==> config.mk <==
export PLATFORM = sky130hd
export DESIGN_NAME = shift32_r_iter_flat
export DESIGN_NICKNAME = d
export VERILOG_FILES = /design/src/rtl/shift32_r_iter_pkg.sv /design/src/rtl/shift32_r_iter_if.sv /design/src/rtl/shift32_r_iter_shift_r_stage.sv /design/src/rtl/shift32_r_iter.sv /design/src/flat_wrapper.sv
export SDC_FILE = /design/constraint.sdc
export NUM_CORES = 1
export LEC_CHECK = 0
export BUFFER_PORTS_ARGS = -buffer_cell sky130_fd_sc_hd__buf_2
export CAP_MARGIN = 25
export CORE_MARGIN = 1
export CORE_UTILIZATION = 35
export CTS_CLUSTER_SIZE = 14
export DETAILED_ROUTE_END_ITERATION = 16
export GPL_TIMING_DRIVEN = 0
export PLACE_DENSITY = 0.56
export SYNTH_ARGS = -nofsm -noshare
export SYNTH_HDL_FRONTEND = slang
export SYNTH_HIERARCHICAL = 1
export SYNTH_SLANG_ARGS = --single-unit
==> constraint.sdc <==
create_clock -name CLK -period 3.43 [get_ports CLK]
set_input_delay 0.686 -clock CLK [delete_from_list [all_inputs] [get_ports CLK]]
set_output_delay 0.686 -clock CLK [all_outputs]
set_load 0.005 [all_outputs]
==> src/rtl/shift32_r_iter_pkg.sv <==
// Shared widths and FSM encoding for the iterative right shifter.
// Optional SRA support is enabled by the SHIFT32_R_ARITH_EN macro.
package shift32_r_iter_pkg;

    localparam int SR_DATA_WIDTH  = 32;
    localparam int SR_SHAMT_WIDTH = 5;

    // 2'b11 is unused; the FSM treats it as illegal and falls back to IDLE.
    typedef enum logic [1:0] {
        ST_IDLE  = 2'b00,
        ST_SHIFT = 2'b01,
        ST_DONE  = 2'b10
    } state_t;

endpackage

==> src/rtl/shift32_r_iter_if.sv <==
// Start/done request bus between the ALU operand stage and the shifter.
// The arith signal exists only when SHIFT32_R_ARITH_EN is defined.
interface shift32_r_iter_if #(
    parameter int DATA_WIDTH  = 32,
    parameter int SHAMT_WIDTH = 5
);
    logic                   start;
    logic [DATA_WIDTH-1:0]  D;
    logic [SHAMT_WIDTH-1:0] S;
`ifdef SHIFT32_R_ARITH_EN
    logic                   arith;
`endif
    logic                   busy;
    logic                   done;
    logic [DATA_WIDTH-1:0]  Y;

`ifdef SHIFT32_R_ARITH_EN
    modport master (output start, D, S, arith, input busy, done, Y);
    modport slave  (input start, D, S, arith, output busy, done, Y);
`else
    modport master (output start, D, S, input busy, done, Y);
    modport slave  (input start, D, S, output busy, done, Y);
`endif

endinterface

==> src/rtl/shift32_r_iter_shift_r_stage.sv <==
// One row of 2:1 muxes: passes din through or shifts it right by 2**STAGE,
// filling vacated MSBs with the fill bit.
module shift32_r_iter_shift_r_stage #(
    parameter int DATA_WIDTH = 32,
    parameter int STAGE      = 0
) (
    input  logic [DATA_WIDTH-1:0] din,
    input  logic                  fill,
    input  logic                  sel,
    output logic [DATA_WIDTH-1:0] dout
);
    localparam int DIST = 1 << STAGE;

    generate
        for (genvar gi = 0; gi < DATA_WIDTH; gi++) begin : g_bit
            if (gi + DIST < DATA_WIDTH) begin : g_src
                assign dout[gi] = sel ? din[gi + DIST] : din[gi];
            end else begin : g_fill
                assign dout[gi] = sel ? fill : din[gi];
            end
        end
    endgenerate

endmodule

==> src/rtl/shift32_r_iter.sv <==
// Multi-cycle logarithmic right shifter: one shift-amount bit per clock.
// Define SHIFT32_R_ARITH_EN to add the arith input (sign-filling SRA).
module shift32_r_iter
    import shift32_r_iter_pkg::*;
#(
    parameter int DATA_WIDTH  = SR_DATA_WIDTH,
    parameter int SHAMT_WIDTH = SR_SHAMT_WIDTH
) (
    input  logic            CLK,
    input  logic            RST,
    shift32_r_iter_if.slave bus
);
    state_t                 state_reg;
    logic [DATA_WIDTH-1:0]  acc_reg;
    logic [DATA_WIDTH-1:0]  acc_next;
    logic [DATA_WIDTH-1:0]  y_reg;
    logic [SHAMT_WIDTH-1:0] amt_reg;
    logic [SHAMT_WIDTH-1:0] k_reg;
    logic                   busy_reg;
    logic                   done_reg;
    logic                   fill;
    logic                   last_stage;

`ifdef SHIFT32_R_ARITH_EN
    // Sign is captured once; every SRA stage fills with the original MSB.
    logic fill_reg;
    assign fill = fill_reg;
`else
    assign fill = 1'b0;
`endif

    logic [DATA_WIDTH-1:0] stage_out [SHAMT_WIDTH];

    generate
        for (genvar gi = 0; gi < SHAMT_WIDTH; gi++) begin : g_stage
            shift32_r_iter_shift_r_stage #(
                .DATA_WIDTH(DATA_WIDTH),
                .STAGE     (gi)
            ) u_stage (
                .din (acc_reg),
                .fill(fill),
                .sel (amt_reg[gi]),
                .dout(stage_out[gi])
            );
        end
    endgenerate

    always_comb begin
        acc_next = acc_reg;
        for (int i = 0; i < SHAMT_WIDTH; i++) begin
            if (k_reg == SHAMT_WIDTH'(i)) acc_next = stage_out[i];
        end
    end

    assign last_stage = (k_reg == SHAMT_WIDTH'(SHAMT_WIDTH - 1));

    always_ff @(posedge CLK or negedge RST) begin
        if (!RST) begin
            state_reg <= ST_IDLE;
            acc_reg   <= '0;
            amt_reg   <= '0;
            k_reg     <= '0;
            y_reg     <= '0;
            busy_reg  <= 1'b0;
            done_reg  <= 1'b0;
`ifdef SHIFT32_R_ARITH_EN
            fill_reg  <= 1'b0;
`endif
        end else begin
            case (state_reg)
                ST_IDLE: begin
                    if (bus.start) begin
                        acc_reg   <= bus.D;
                        amt_reg   <= bus.S;
                        k_reg     <= '0;
`ifdef SHIFT32_R_ARITH_EN
                        fill_reg  <= bus.arith & bus.D[DATA_WIDTH-1];
`endif
                        busy_reg  <= 1'b1;
                        state_reg <= ST_SHIFT;
                    end
                end
                ST_SHIFT: begin
                    acc_reg <= acc_next;
                    k_reg   <= k_reg + 1'b1;
                    if (last_stage) begin
                        y_reg     <= acc_next;
                        done_reg  <= 1'b1;
                        state_reg <= ST_DONE;
                    end
                end
                ST_DONE: begin
                    done_reg  <= 1'b0;
                    busy_reg  <= 1'b0;
                    state_reg <= ST_IDLE;
                end
                default: begin
                    done_reg  <= 1'b0;
                    busy_reg  <= 1'b0;
                    state_reg <= ST_IDLE;
                end
            endcase
        end
    end

    assign bus.busy = busy_reg;
    assign bus.done = done_reg;
    assign bus.Y    = y_reg;

endmodule
==> src/flat_wrapper.sv <==
// flat-port wrapper written by rule: the top's interface ports become plain ports
module shift32_r_iter_flat import shift32_r_iter_pkg::*;
#(
    parameter int DATA_WIDTH  = SR_DATA_WIDTH,
    parameter int SHAMT_WIDTH = SR_SHAMT_WIDTH
)
  (CLK, RST, bus_start, bus_D, bus_S, bus_busy, bus_done, bus_Y);
  shift32_r_iter_if #(.DATA_WIDTH(DATA_WIDTH), .SHAMT_WIDTH(SHAMT_WIDTH)) bus_i ();
  input  logic CLK;
  input  logic RST;
  input wire logic [$bits(bus_i.start)-1:0] bus_start;
  input wire logic [$bits(bus_i.D)-1:0] bus_D;
  input wire logic [$bits(bus_i.S)-1:0] bus_S;
  output wire logic [$bits(bus_i.busy)-1:0] bus_busy;
  output wire logic [$bits(bus_i.done)-1:0] bus_done;
  output wire logic [$bits(bus_i.Y)-1:0] bus_Y;
  assign bus_i.start = bus_start;
  assign bus_i.D = bus_D;
  assign bus_i.S = bus_S;
  assign bus_busy = bus_i.busy;
  assign bus_done = bus_i.done;
  assign bus_Y = bus_i.Y;
  shift32_r_iter #(.DATA_WIDTH(DATA_WIDTH), .SHAMT_WIDTH(SHAMT_WIDTH)) u_core (.CLK(CLK), .RST(RST), .bus(bus_i));
endmodule
======== Yosys cells after proc, flatten, opt, wreduce, memory -nomap -nowiden ========
Index checks and enable logic that the tools add are counted.
word-level totals
  register bits after elaboration ......... 78
  input bits .............................. 40
  output and inout bits ................... 34
cells by class
  add/subtract/negate cells ............... 1
  eq/ne operators ......................... 7
  muxes and demuxes ....................... 176
  bitwise operators ....................... 2
  reductions and logical operators ........ 9
operator list
  kind                   count
  $mux W32               6
  $mux W1                162
  $pmux W32 S2           1
  $reduce_and A2 Y1      6
  $eq A5 B2 Y1 const B   2
  $pmux W5 S2            1
  $add A5 B1 Y5 const B  1
  $eq A5 B1 Y1 const B   1
  $eq A5 B3 Y1 const B   1
  $logic_not A5 Y1       1
  $mux W5                1
  $mux W2                2
  $pmux W1 S2            2
  $pmux W2 S2            1
  $eq A2 B1 Y1 const B   1
  $logic_not A2 Y1       1
  $ne A2 B1 Y1 const B   1
  $ne A2 B2 Y1 const B   1
  $not A1 Y1             2
  $reduce_bool A2 Y1     1

======== Depth between registers and ports, before layout ========
Gate-level depths: netlist of run 1.
  depth in word-level cells ............... 7
  gate-level depth with buffers ........... 9
  mapped depth without buffers ............ 8

======== Modules after synthesis ========
The synthesis of run 1 kept the hierarchy.
by module, submodules not included
  module                                                         instances  cells an instance  area each (um2)
  shift32_r_iter                                                 1          593                4765.8
  shift32_r_iter_shift_r_stage at u_core.g_stage[0].u_stage ...  4          36                 544.3
  shift32_r_iter_shift_r_stage at u_core.g_stage[4].u_stage      1          37                 549.3

======== Worst setup path after synthesis of run 1 ========
No wires, ideal clock.
  path kind ............................... reg-to-reg
  start point ............................. register u_core.k_reg[0]
  end point ............................... register u_core.acc_reg[18]
  arrival ................................. 1.908 ns
  required time ........................... 3.304 ns
  path slack .............................. 1.396 ns
  stages on the path, launching flop included .. 8
  path buffers ............................ 1
  period minus slack after synthesis ...... 2.034 ns
  cells stage by stage .................... dfrtp_1 -> inv_1 -> ha_1 -> or4b_4 -> buf_6 -> o221a_1 -> a221oi_1 -> o21ai_1
between the ends
  word-level cells in the longest chain between the ends .. 7
  elaborated cells between the ends (all ways) .. 11
  those cells by class .................... 4 x eq/ne; 6 x mux; 1 x reduce/logical
ends and longest elaborated chain
  item                    line                  text
  from (decl)             shift32_r_iter.sv:18  logic [SHAMT_WIDTH-1:0] k_reg;
  from (signal assigned)  shift32_r_iter.sv:85  k_reg <= k_reg + 1'b1;
  $logic_not A5 Y1        shift32_r_iter.sv:51  if (k_reg == SHAMT_WIDTH'(i)) acc_next = stage_out[i];
  $mux W32 (4 in series)  shift32_r_iter.sv:51
  $mux W32 *              shift32_r_iter.sv:51
  $pmux W32 S2 *          shift32_r_iter.sv:70  case (state_reg)
  to (signal assigned)    shift32_r_iter.sv:73  acc_reg <= bus.D;
  to (signal assigned)    shift32_r_iter.sv:84  acc_reg <= acc_next;
  to (decl)               shift32_r_iter.sv:14  logic [DATA_WIDTH-1:0] acc_reg;
Mark *: on every way between the ends. The rest lies on a longest branch, timed or not.
A chain may end at the register's enable or synchronous reset.

======== Worst setup path in the final report of run 1 ========
  start point ............................. register u_core.k_reg[0]
  end point ............................... register u_core.acc_reg[23]
Same word-level chain as after synthesis.

==> results of run 1 <==
-- final timing paths --
| kind | start | endpoint | slack, ns | cells after the start |
|---|---|---|---|---|
| max in group asynchronous | RST | u_core/acc_reg[27]$_DFFE_PN0P_ | 2.49 | 2 |
| worst max register to register | u_core/k_reg[0]$_DFFE_PN0P_ | u_core/acc_reg[23]$_DFFE_PN0P_ | 0.78 | 8 |
| min in group CLK | u_core/bus.Y[25]$_DFFE_PN0P_ | u_core/bus.Y[25]$_DFFE_PN0P_ | 0.47 | 2 |
| worst max-delay path | u_core/k_reg[0]$_DFFE_PN0P_ | u_core/acc_reg[23]$_DFFE_PN0P_ | 0.78 | 8 |
| worst min register to register | u_core/bus.Y[25]$_DFFE_PN0P_ | u_core/bus.Y[25]$_DFFE_PN0P_ | 0.47 | 2 |
| worst min-delay path | RST | u_core/bus.Y[6]$_DFFE_PN0P_ | 0.32 | 1 |
-- cells in the final DEF, fill, tap and decap left out, drive strengths merged --
cell type and instances:
conb 22, a21oi 39, or3 1, inv 7, nor4b 3, a22oi 3, nor3b 2, nand2b 3
o221a 7, bufinv 1, o31ai 2, nand2 186, nor2b 3, a222oi 5, nor3 1, clkbuf 31
o211ai 3, nand4 1, a221oi 25, or4b 3, and4bb 1, o22ai 6, buf 118, a31o 1
ha 4, clkinvlp 2, nand3 9, o31a 1, mux2i 32, o221ai 2, o21ai 58, a211o 5
nor2 58, mux2 160, clkinv 1, dfrtp 78
-- area by class of cell --
cell class	count	area, µm²
clock inverter	5	58.8
buffer	65	607
fill	2099	12400
timing repair buffer	74	395
clock buffer	10	239
multi-input combinational	646	4990
inverter	6	22.5
tap	275	344
sequential	78	1950
-- worst register-to-register path, delay by kind of cell (launching register included) --
kind / cells / cell delay, ns
AO/OA/AOI/OAI: 2 / 0.22
adder cells (fa/ha/maj): 1 / 0.33
buffers and inverters: 2 / 0.67
flip-flops: 1 / 0.41
AND/OR/NAND/NOR: 3 / 0.93
-- through the flow --
step / hold slack (ns) / std cells / utilization [%] / area, µm²
5_1_grt: 0.361 / 1159 / 40.9 / 8610
6_report: 0.318 / 1159 / 40.9 / 8610
2_1_floorplan: 0.390 / 795 / - / 7570
3_5_place_dp: 0.457 / 1144 / 39.5 / 8310
4_1_cts: 0.335 / 1159 / 40.9 / 8610
3_3_place_gp: 0.457 / 1143 / 39.4 / 8280
-- power breakdown --
part	total, mW	internal [mW]	switching [mW]
clock network	1.02	0.582	0.441
registers	2.31	1.39	0.914
logic	7.35	3.94	3.41
-- cell families after synthesis --
kind of cell | synth area share (%)
buffers and inverters | 8.40
adders and majority gates | 0.668
and+or+nand+nor | 15.5
AOI/OAI and AO/OA | 13.5
other | 0.0501
muxes | 35.8
DFF | 26.1
-- metal layers --
metal	vias up	wire [µm]
met3	44	1490
met5	-	0
met2	230	11200
li1	2947	-
met1	3046	11000
met4	0	816
==> impl_metrics.yaml, run 1 <==
clock_network:
  cts.sinks: 78
  clock_latency_ns: 0.36
  cts_tree: "yes"
  clk_path_buf_depth: 2
  path_clk_slew_ns: 0.07
  cts-htree-levels: 3
  ctsHoldBuffers: 0
  cts_resized: 0
  cts_buffers: 9
  cts-root-buf: "clkbuf_16"
  postCtsSetupBuffers: 0
synthesis:
  synth.ff_latch_count: 78
  synth_cells: 774
  yosysTopAreaCell: "mux2_4"
  yosys.area.top_type_share_pct: 30.1
  syn_area_um2: 7490
  synth_common_cells: "nand2_1, mux2_4, dfrtp_1, nor2_1, a21oi_1"
  ys_warn_count: 6
  synth_area_leaders: "mux2_4, dfrtp_1, nand2_1"
  yosysMostFrequentCell: "nand2_1"
  synth-edff-count: 0
  synthDistinctLibCells: 43
  async_flop_share_pct: 100
  avgSynthCellArea_um2: 9.68
  synth_flop_cell: "dfrtp_1"
  ys_seq_area_share_pct: 26.1
layout:
  area_growth_pct: 14.9
  num-nets-final: 924
  drive_above_1_share_pct: 34.3
  diodes: 0
setup_path:
  critPathMaxFanout: 10
  cp_slowest_cell: "nor4b_4"
  critical_path_class: "reg -> reg"
  critPathCaptureType: "register"
  path_delay_family: "simple AND/OR/NAND/NOR gates"
  crit_chain: "inv_1 > ha_1 > nor4b_4 > clkbuf_1 > nand2_1 > nand2_1 > o21ai_1 > a21oi_1"
  crit_arrival_ns: 2.93
  worst_path_most_repeated_cell: "nand2_1"
  cp.buffers_inverters: 2
  cp-start-kind: "register"
  max_stage_delay_ns: 0.74
  cp_data_required_time_ns: 3.71
timing:
  fin_ws_ns: 0.781
  tightest_slew_ns: 0.868
  post-route-period-util_pct: 77.2
  report.final.slew_viol_count: 0
  finalHoldViolCount: 0
  rsz0062_at_grt: "false"
  max_slew_margin_pct: 42.0
  setup_viol: 0
  fmax_mhz: 378
  setup_tns_ns: 0
  period_minus_slack_ns: 2.65
  skew_ns: 0.00950
drt:
  num_vias: 6267
  drc: 0
  dr.pass1.iters: 6
  routed_wirelength_um: 24500
  drtIter0Drc: 480
  vias_per_cell: 5.41
  wire_per_inst_um: 21.2
  antenna_left: 0
floorplanning:
  core-area_um2: 21000
  die_height_um: 148
  rows: 53
  start_util_pct: 35.6
  ios: 74
  dieArea_um2: 22000
  die_w_um: 148
pwr:
  peakVddDrop_uv: 493
  power_leakage_nw: 4.12
  total_power_mw: 10.7
  powerDensity_nw_per_um2: 1240
global_routing:
  first_global_vias: 6198
  met3_usage_pct: 3.99
  grt_overflow: 0
  grt_pass1_wl_um: 37800
  antenna_found_initial: 0
  grt_util_met1_pct: 31.0
  grt_busiest_layer: "met2"
  grt_start_max_net_pins: 42
  grtUsageMet2_pct: 36.3
  grt.total_usage_pct: 23.0
placement:
  gp_congestion: 0.883
  hpwl_um: 17200
  portBuffers: 73
  place_ws_ns: 0.662
min_path:
  hp-class: "in -> async"
status:
  outcome: "complete, no violations"
flow_run:
  cap_violations: 0
Power figures use the tool's default switching activity.
==> inputs of run 2 (changes only) <==
--- a/config.mk
+++ b/config.mk
@@ -5,6 +5,7 @@
 export SDC_FILE = /design/constraint.sdc
 export NUM_CORES = 1
 export LEC_CHECK = 0
+export ABC_AREA = 1
 export BUFFER_PORTS_ARGS = -buffer_cell sky130_fd_sc_hd__buf_2
 export CAP_MARGIN = 25
 export CORE_MARGIN = 1
==> constraint.sdc (replaced) <==
create_clock -name CLK -period 2.5 [get_ports CLK]
set_input_delay 0.5 -clock CLK [delete_from_list [all_inputs] [get_ports CLK]]
set_output_delay 0.5 -clock CLK [all_outputs]
set_load 0.005 [all_outputs]
==> run 2 against run 1 <==
Sequential power is 45% higher. Power is 26% higher. Clock skew is 0.0018 ns higher. Combinational power is 19% higher. Final cell count is 46% higher. Critical path depth is 3 higher. First-iteration DRC count is 91% higher. Sequential share of layout area is 0.55 points higher. Routed wire length is 15% higher. Via count is 34% higher. Largest cell class unchanged.
==> impl_metrics.yaml, run 2 <==
floorplanning:
  die_height_um: 147
  rows: 52
  ios: 74
  core-area_um2: 20400
  start_util_pct: 36.0
  dieArea_um2: 21500
  die_w_um: 147
timing:
  report.final.slew_viol_count: 0
  fmax_mhz: 434
  finalHoldViolCount: 0
  max_slew_margin_pct: 51.1
  tightest_slew_ns: 0.733
  period_minus_slack_ns: 2.30
  skew_ns: 0.0113
  rsz0062_at_grt: "false"
  setup_tns_ns: 0
  setup_viol: 0
  post-route-period-util_pct: 92.1
synthesis:
  yosysTopAreaCell: "nand2_1"
  synth_cells: 1322
  syn_area_um2: 7330
  synthDistinctLibCells: 33
  synth.ff_latch_count: 78
  synth_area_leaders: "nand2_1, dfrtp_1, nand3_1"
  ys_seq_area_share_pct: 26.6
  synth-edff-count: 0
  yosys.area.top_type_share_pct: 38.8
  ys_warn_count: 6
  yosysMostFrequentCell: "nand2_1"
  avgSynthCellArea_um2: 5.55
  async_flop_share_pct: 100
  synth_common_cells: "nand2_1, nand3_1, inv_1, nor2_1, dfrtp_1"
  synth_flop_cell: "dfrtp_1"
flow_run:
  cap_violations: 0
drt:
  drc: 0
  top_layer_used: "met4"
  num_vias: 8385
  wire_per_inst_um: 16.7
  route.met2.wl_um: 12800
  wl_met1_um: 12800
  dr.pass1.iters: 6
  wl_met3_um: 2030
  antenna_left: 0
  routed_wirelength_um: 28200
  vias_per_cell: 4.97
  drtIter0Drc: 917
pwr:
  peakVddDrop_uv: 500
  powerDensity_nw_per_um2: 1600
  power_leakage_nw: 5.03
clock_network:
  path_clk_slew_ns: 0.07
  ctsHoldBuffers: 0
  cts-root-buf: "clkbuf_16"
  cts_resized: 0
  clock_latency_ns: 0.35
  clk_path_buf_depth: 2
  cts-htree-levels: 3
  cts_tree: "yes"
  cts.sinks: 78
  cts_buffers: 9
layout:
  layout_common_cells: "nand2_1, buf_2, nand3_1, inv_1, nor2_1"
  num-nets-final: 1457
  diodes: 0
  final_common_cell: "nand2_1"
  drive_above_1_share_pct: 13.0
  fin_area_um2: 8410
  area_growth_pct: 14.7
global_routing:
  grt_overflow: 0
  grt_pass1_wl_um: 43800
  antenna_found_initial: 0
  grt.total_usage_pct: 26.6
  grt_start_max_net_pins: 43
  first_global_vias: 7825
setup_path:
  worst_path_most_repeated_cell: "nand2_1"
  crit_arrival_ns: 2.60
  cp_slowest_cell: "clkbuf_1"
  cp-start-kind: "register"
  max_stage_delay_ns: 0.48
  crit_chain: "inv_1 > ha_1 > inv_1 > nor2_4 > nand3_2 > nand2_1 > clkbuf_1 > a21oi_1 > nand2_1 > nand2_1 > nand2_1"
  critPathMaxFanout: 10
  cp_data_required_time_ns: 2.79
  critical_path_class: "reg -> reg"
  critPathCaptureType: "register"
status:
  outcome: "complete, no violations"
placement:
  hpwl_um: 20800
  post_dp_cell_area_um2: 8070
  gp_congestion: 0.909
  portBuffers: 73
min_path:
  hp-class: "in -> async"
==> run 2: cell count changes after synthesis, sizes merged, moves of 14 or more <==
cell | before | now
buf | 44 | 59
nand3b | 0 | 14
or2 | 0 | 25
mux2i | 32 | 0
a221oi | 25 | 0
nand2 | 186 | 777
inv | 6 | 91
nand3 | 9 | 88
o21ai | 58 | 39
nor2 | 58 | 85
mux2 | 160 | 0
==> run 2: cell families (layout without fill, tap and decap cells) <==
logic type      count (synthesis)  in the layout  share of synthesized area, %
flops                          78             78                          26.6
simple gates                  989            989                          55.0
other cells                     1              5                        0.0512
fa+ha+maj                       4              4                         0.683
xor+xnor                        1              1                         0.119
buf+inv                       169            261                          11.8
compound gates                 80             80                          5.70
==> run 2: area by class of cell <==
cell class | count | area, µm²
repair buffers | 76 | 415
flip-flops and latches | 78 | 1950
inverters | 92 | 363
clock buffers | 9 | 225
multi-input cells | 1079 | 4530
fillers | 2281 | 12000
well taps | 270 | 338
clock inverters | 7 | 81.3
plain buffers | 77 | 505
==> run 2: critical path: cells and delay by family, from the launching register on <==
kind,cells,cell delay [ns]
buf+inv,3,0.67
simple gates,6,0.88
compound gates,1,0.11
flops,1,0.41
fa+ha+maj,1,0.16
==> run 2: path summary, 6_finish.rpt <==
kind | end | cells after the start | from | slack, ns
max in group asynchronous | u_core/bus.Y[3]$_DFFE_PN0P_ | 2 | RST | 1.69
min in group CLK | u_core/amt_reg[2]$_DFFE_PN0P_ | 3 | bus_S[2] | 0.34
min reg2reg | u_core/bus.Y[2]$_DFFE_PN0P_ | 2 | u_core/bus.Y[2]$_DFFE_PN0P_ | 0.47
min | u_core/amt_reg[1]$_DFFE_PN0P_ | 1 | RST | 0.15
max | u_core/acc_reg[16]$_DFFE_PN0P_ | 11 | u_core/k_reg[0]$_DFFE_PN0P_ | 0.20
max reg2reg | u_core/acc_reg[16]$_DFFE_PN0P_ | 11 | u_core/k_reg[0]$_DFFE_PN0P_ | 0.20
==> run 2: through the flow <==
step | setup WS [ns] | hold slack, ns | instances | power (mW) | utilization [%]
global placement | 0.135 | 0.451 | 1669 | 11.8 | 39.5
global route | 0.00449 | 0.209 | 1688 | 14.7 | 41.3
floorplan | 0.761 | 0.204 | 1326 | 8.92 | -
CTS | 0.169 | 0.180 | 1686 | 13.3 | 41.1
finish | 0.198 | 0.155 | 1688 | 13.5 | 41.3
detailed placement | 0.196 | 0.455 | 1670 | 11.9 | 39.6
==> run 2: per-layer routing <==
layer	GRT usage [%]	vias up
li1	-	4185
met2	42.6	305
met5	0	-
met4	7.97	0
met1	36.7	3858
met3	4.25	37
==> run 2: what timing repair did <==
item,CTS,global route
setup buffers,0,2
endpoints found under the setup margin,0,16
hold endpoints to repair,0,0
==> run 2: report_power, final <==
part / switching, mW / total, mW / internal, mW
combinational: 5.60 / 8.73 / 3.14
clock: 0.603 / 1.39 / 0.788
sequential: 1.46 / 3.34 / 1.88
==> inputs of run 3 (changes only) <==
--- a/config.mk
+++ b/config.mk
@@ -8,12 +8,13 @@
 export ABC_AREA = 1
 export BUFFER_PORTS_ARGS = -buffer_cell sky130_fd_sc_hd__buf_2
 export CAP_MARGIN = 25
-export CORE_MARGIN = 1
+export CELL_PAD_IN_SITES_DETAIL_PLACEMENT = 1
+export CELL_PAD_IN_SITES_GLOBAL_PLACEMENT = 1
 export CORE_UTILIZATION = 35
 export CTS_CLUSTER_SIZE = 14
 export DETAILED_ROUTE_END_ITERATION = 16
 export GPL_TIMING_DRIVEN = 0
-export PLACE_DENSITY = 0.56
+export PLACE_DENSITY_LB_ADDON = 0.08
 export SYNTH_ARGS = -nofsm -noshare
 export SYNTH_HDL_FRONTEND = slang
 export SYNTH_HIERARCHICAL = 1
==> run 3 against run 2 <==
Non-clock buffer count shrank 1. Power grew 2.9%. Clock skew grew 0.0029 ns. Final cell count is essentially flat. First-iteration DRC count shrank 39%. Sequential share of layout area shrank 0.079 points. Sequential cell count is the same. Setup slack gained 0.032 ns. Utilization grew 0.14 points. Routed wire length grew 9.9%. Cell area grew 0.34%.
==> impl_metrics.yaml, run 3 (synthesis gave the netlist of run 2 again) <==
floorplanning:
  die_height_um: 147
  die_w_um: 147
  start_util_pct: 36.0
  ios: 74
  dieArea_um2: 21500
  rows: 52
  core-area_um2: 20400
global_routing:
  antenna_found_initial: 0
  grt.total_usage_pct: 29.7
  first_global_vias: 8727
  grt_pass1_wl_um: 48600
  grt_overflow: 0
  grt_start_max_net_pins: 64
clock_network:
  cts_buffers: 9
  clk_path_buf_depth: 2
  clock_latency_ns: 0.36
  cts-root-buf: "clkbuf_16"
  cts_tree: "yes"
  path_clk_slew_ns: 0.07
  cts-htree-levels: 3
  cts.sinks: 78
timing:
  fmax_mhz: 440
  post-route-period-util_pct: 90.8
  setup_viol: 0
  rsz0062_at_grt: "false"
  report.final.slew_viol_count: 0
  tightest_slew_ns: 0.733
  hold_ws_ns: 0.0123
  max_slew_margin_pct: 51.1
  setup_tns_ns: 0
  finalHoldViolCount: 0
  period_minus_slack_ns: 2.27
  skew_ns: 0.0142
drt:
  dr.pass1.iters: 4
  drc: 0
  wire_per_inst_um: 18.4
  vias_per_cell: 5.10
  routed_wirelength_um: 31000
  drtIter0Drc: 560
  antenna_left: 0
  num_vias: 8610
setup_path:
  rr_worst_depth: 12
  cp_slowest_cell: "dfrtp_1"
  path_delay_family: "simple AND/OR/NAND/NOR gates"
  cp.depth: 12
  crit_chain: "inv_1 > ha_1 > inv_1 > nor2_4 > nand3_2 > nor2_4 > buf_12 > buf_2 > nand2_1 > nand2_1 > inv_1 > a21oi_1"
  r2r-start: "u_core/k_reg[0]$_DFFE_PN0P_"
  critPathCaptureType: "register"
  cp_data_required_time_ns: 2.78
  reg2reg_slack_ns: 0.23
  crit_arrival_ns: 2.55
  critPathMaxFanout: 10
  worst_path_most_repeated_cell: "inv_1"
  cp-start-kind: "register"
  endpoint: "u_core/acc_reg[8]$_DFFE_PN0P_"
  critical_path_class: "reg -> reg"
  cp-startpoint: "u_core/k_reg[0]$_DFFE_PN0P_"
  cp.buffers_inverters: 5
  regToRegEndpoint: "u_core/acc_reg[8]$_DFFE_PN0P_"
  max_stage_delay_ns: 0.42
pwr:
  seqPwrFrac_pct: 24.4
  p_int_mw: 5.91
  power_leakage_nw: 5.05
  p_sw_share_pct: 57.3
  peakVddDrop_uv: 811
  power_switching_mw: 7.94
  powerDensity_nw_per_um2: 1640
  power_frac_clock_pct: 10.9
  combPwrFrac_pct: 64.8
  total_power_mw: 13.9
layout:
  fill_cells: 2929
  diodes: 0
  multi_input_area_um2: 4530
  regArea_um2: 1950
  area_growth_pct: 15.1
  layout_common_cells: "nand2_1, buf_2, nand3_1, inv_1, nor2_1"
  num-nets-final: 1456
  drive_above_1_share_pct: 13.1
  final_common_cell: "nand2_1"
min_path:
  hp-class: "in -> async"
status:
  outcome: "complete, no violations"
placement:
  hpwl_um: 23600
  portBuffers: 73
  gp_congestion: 0.898
flow_run:
  cap_violations: 0
-- run 3: changes by cell type in the layout (fill, tap and decap cells not counted), sizes merged --
cell and delta:
bufinv +1, inv -1, clkinvlp -1, clkinv +1
buf -2, clkbuf +1
-- run 3: how the worst min path moves through the flow --
stage                                      from                            end
global placement    u_core/bus.Y[6]$_DFFE_PN0P_    u_core/bus.Y[6]$_DFFE_PN0P_
finish                                      RST  u_core/amt_reg[0]$_DFFE_PN0P_
floorplan                                   RST  u_core/acc_reg[0]$_DFFE_PN0P_
global route                                RST  u_core/amt_reg[0]$_DFFE_PN0P_
CTS                                         RST  u_core/amt_reg[0]$_DFFE_PN0P_
detailed placement                          RST  u_core/amt_reg[0]$_DFFE_PN0P_
-- run 3: worst reg2reg max path: cells and delay by family (launching register included) --
family,cells,cell delay (ns)
simple gates,5,0.90
buf+inv,5,0.58
flops,1,0.42
fa+ha+maj,1,0.16
compound gates,1,0.13
-- run 3: cell type report --
class,instances,area share [%]
Multi-Input combinational cell,1079,53.7
Timing Repair Buffer,75,4.93
Clock buffer,9,2.67
Inverter,92,4.30
Buffer,77,6.04
Tap cell,270,4.01
Clock inverter,7,1.26
Sequential cell,78,23.1
-- run 3: per-layer routing --
layer | GRT usage [%] | vias up | wire length (µm)
met5 | 0 | - | 0
met4 | 9.27 | 0 | 662
met3 | 3.66 | 44 | 1630
met2 | 50.3 | 211 | 14500
met1 | 39.3 | 4165 | 14100
li1 | - | 4190 | -
-- run 3: what timing repair did --
item | 4_1_cts | 5_1_grt
endpoints found under the setup margin | 0 | 29
buffers inserted | 0 | 1
hold endpoints to repair | 0 | 0
gates resized for setup | 0 | 5
hold buffers | 0 | 0
-- run 3: metrics by stage --
step                      util, %  setup slack (ns)  cell area, µm²  std cells
after global routing         41.4            0.0254            8430       1687
final                        41.4             0.230            8430       1687
after detailed placement     39.7            0.0834            8080       1670
after global placement       39.5             0.135            8050       1669
after floorplan                 -             0.761            7350       1326
after CTS                    41.3            0.0485            8410       1686
-- run 3: power by group through the flow --
stage	Clock (mW)	Sequential, mW	Combinational, mW
final	1.50	3.38	8.97
after global routing	1.57	3.47	10.1
after detailed placement	0	3.38	8.86
after floorplan	0	2.70	6.23
after CTS	1.53	3.36	8.91
after global placement	0	3.38	8.60
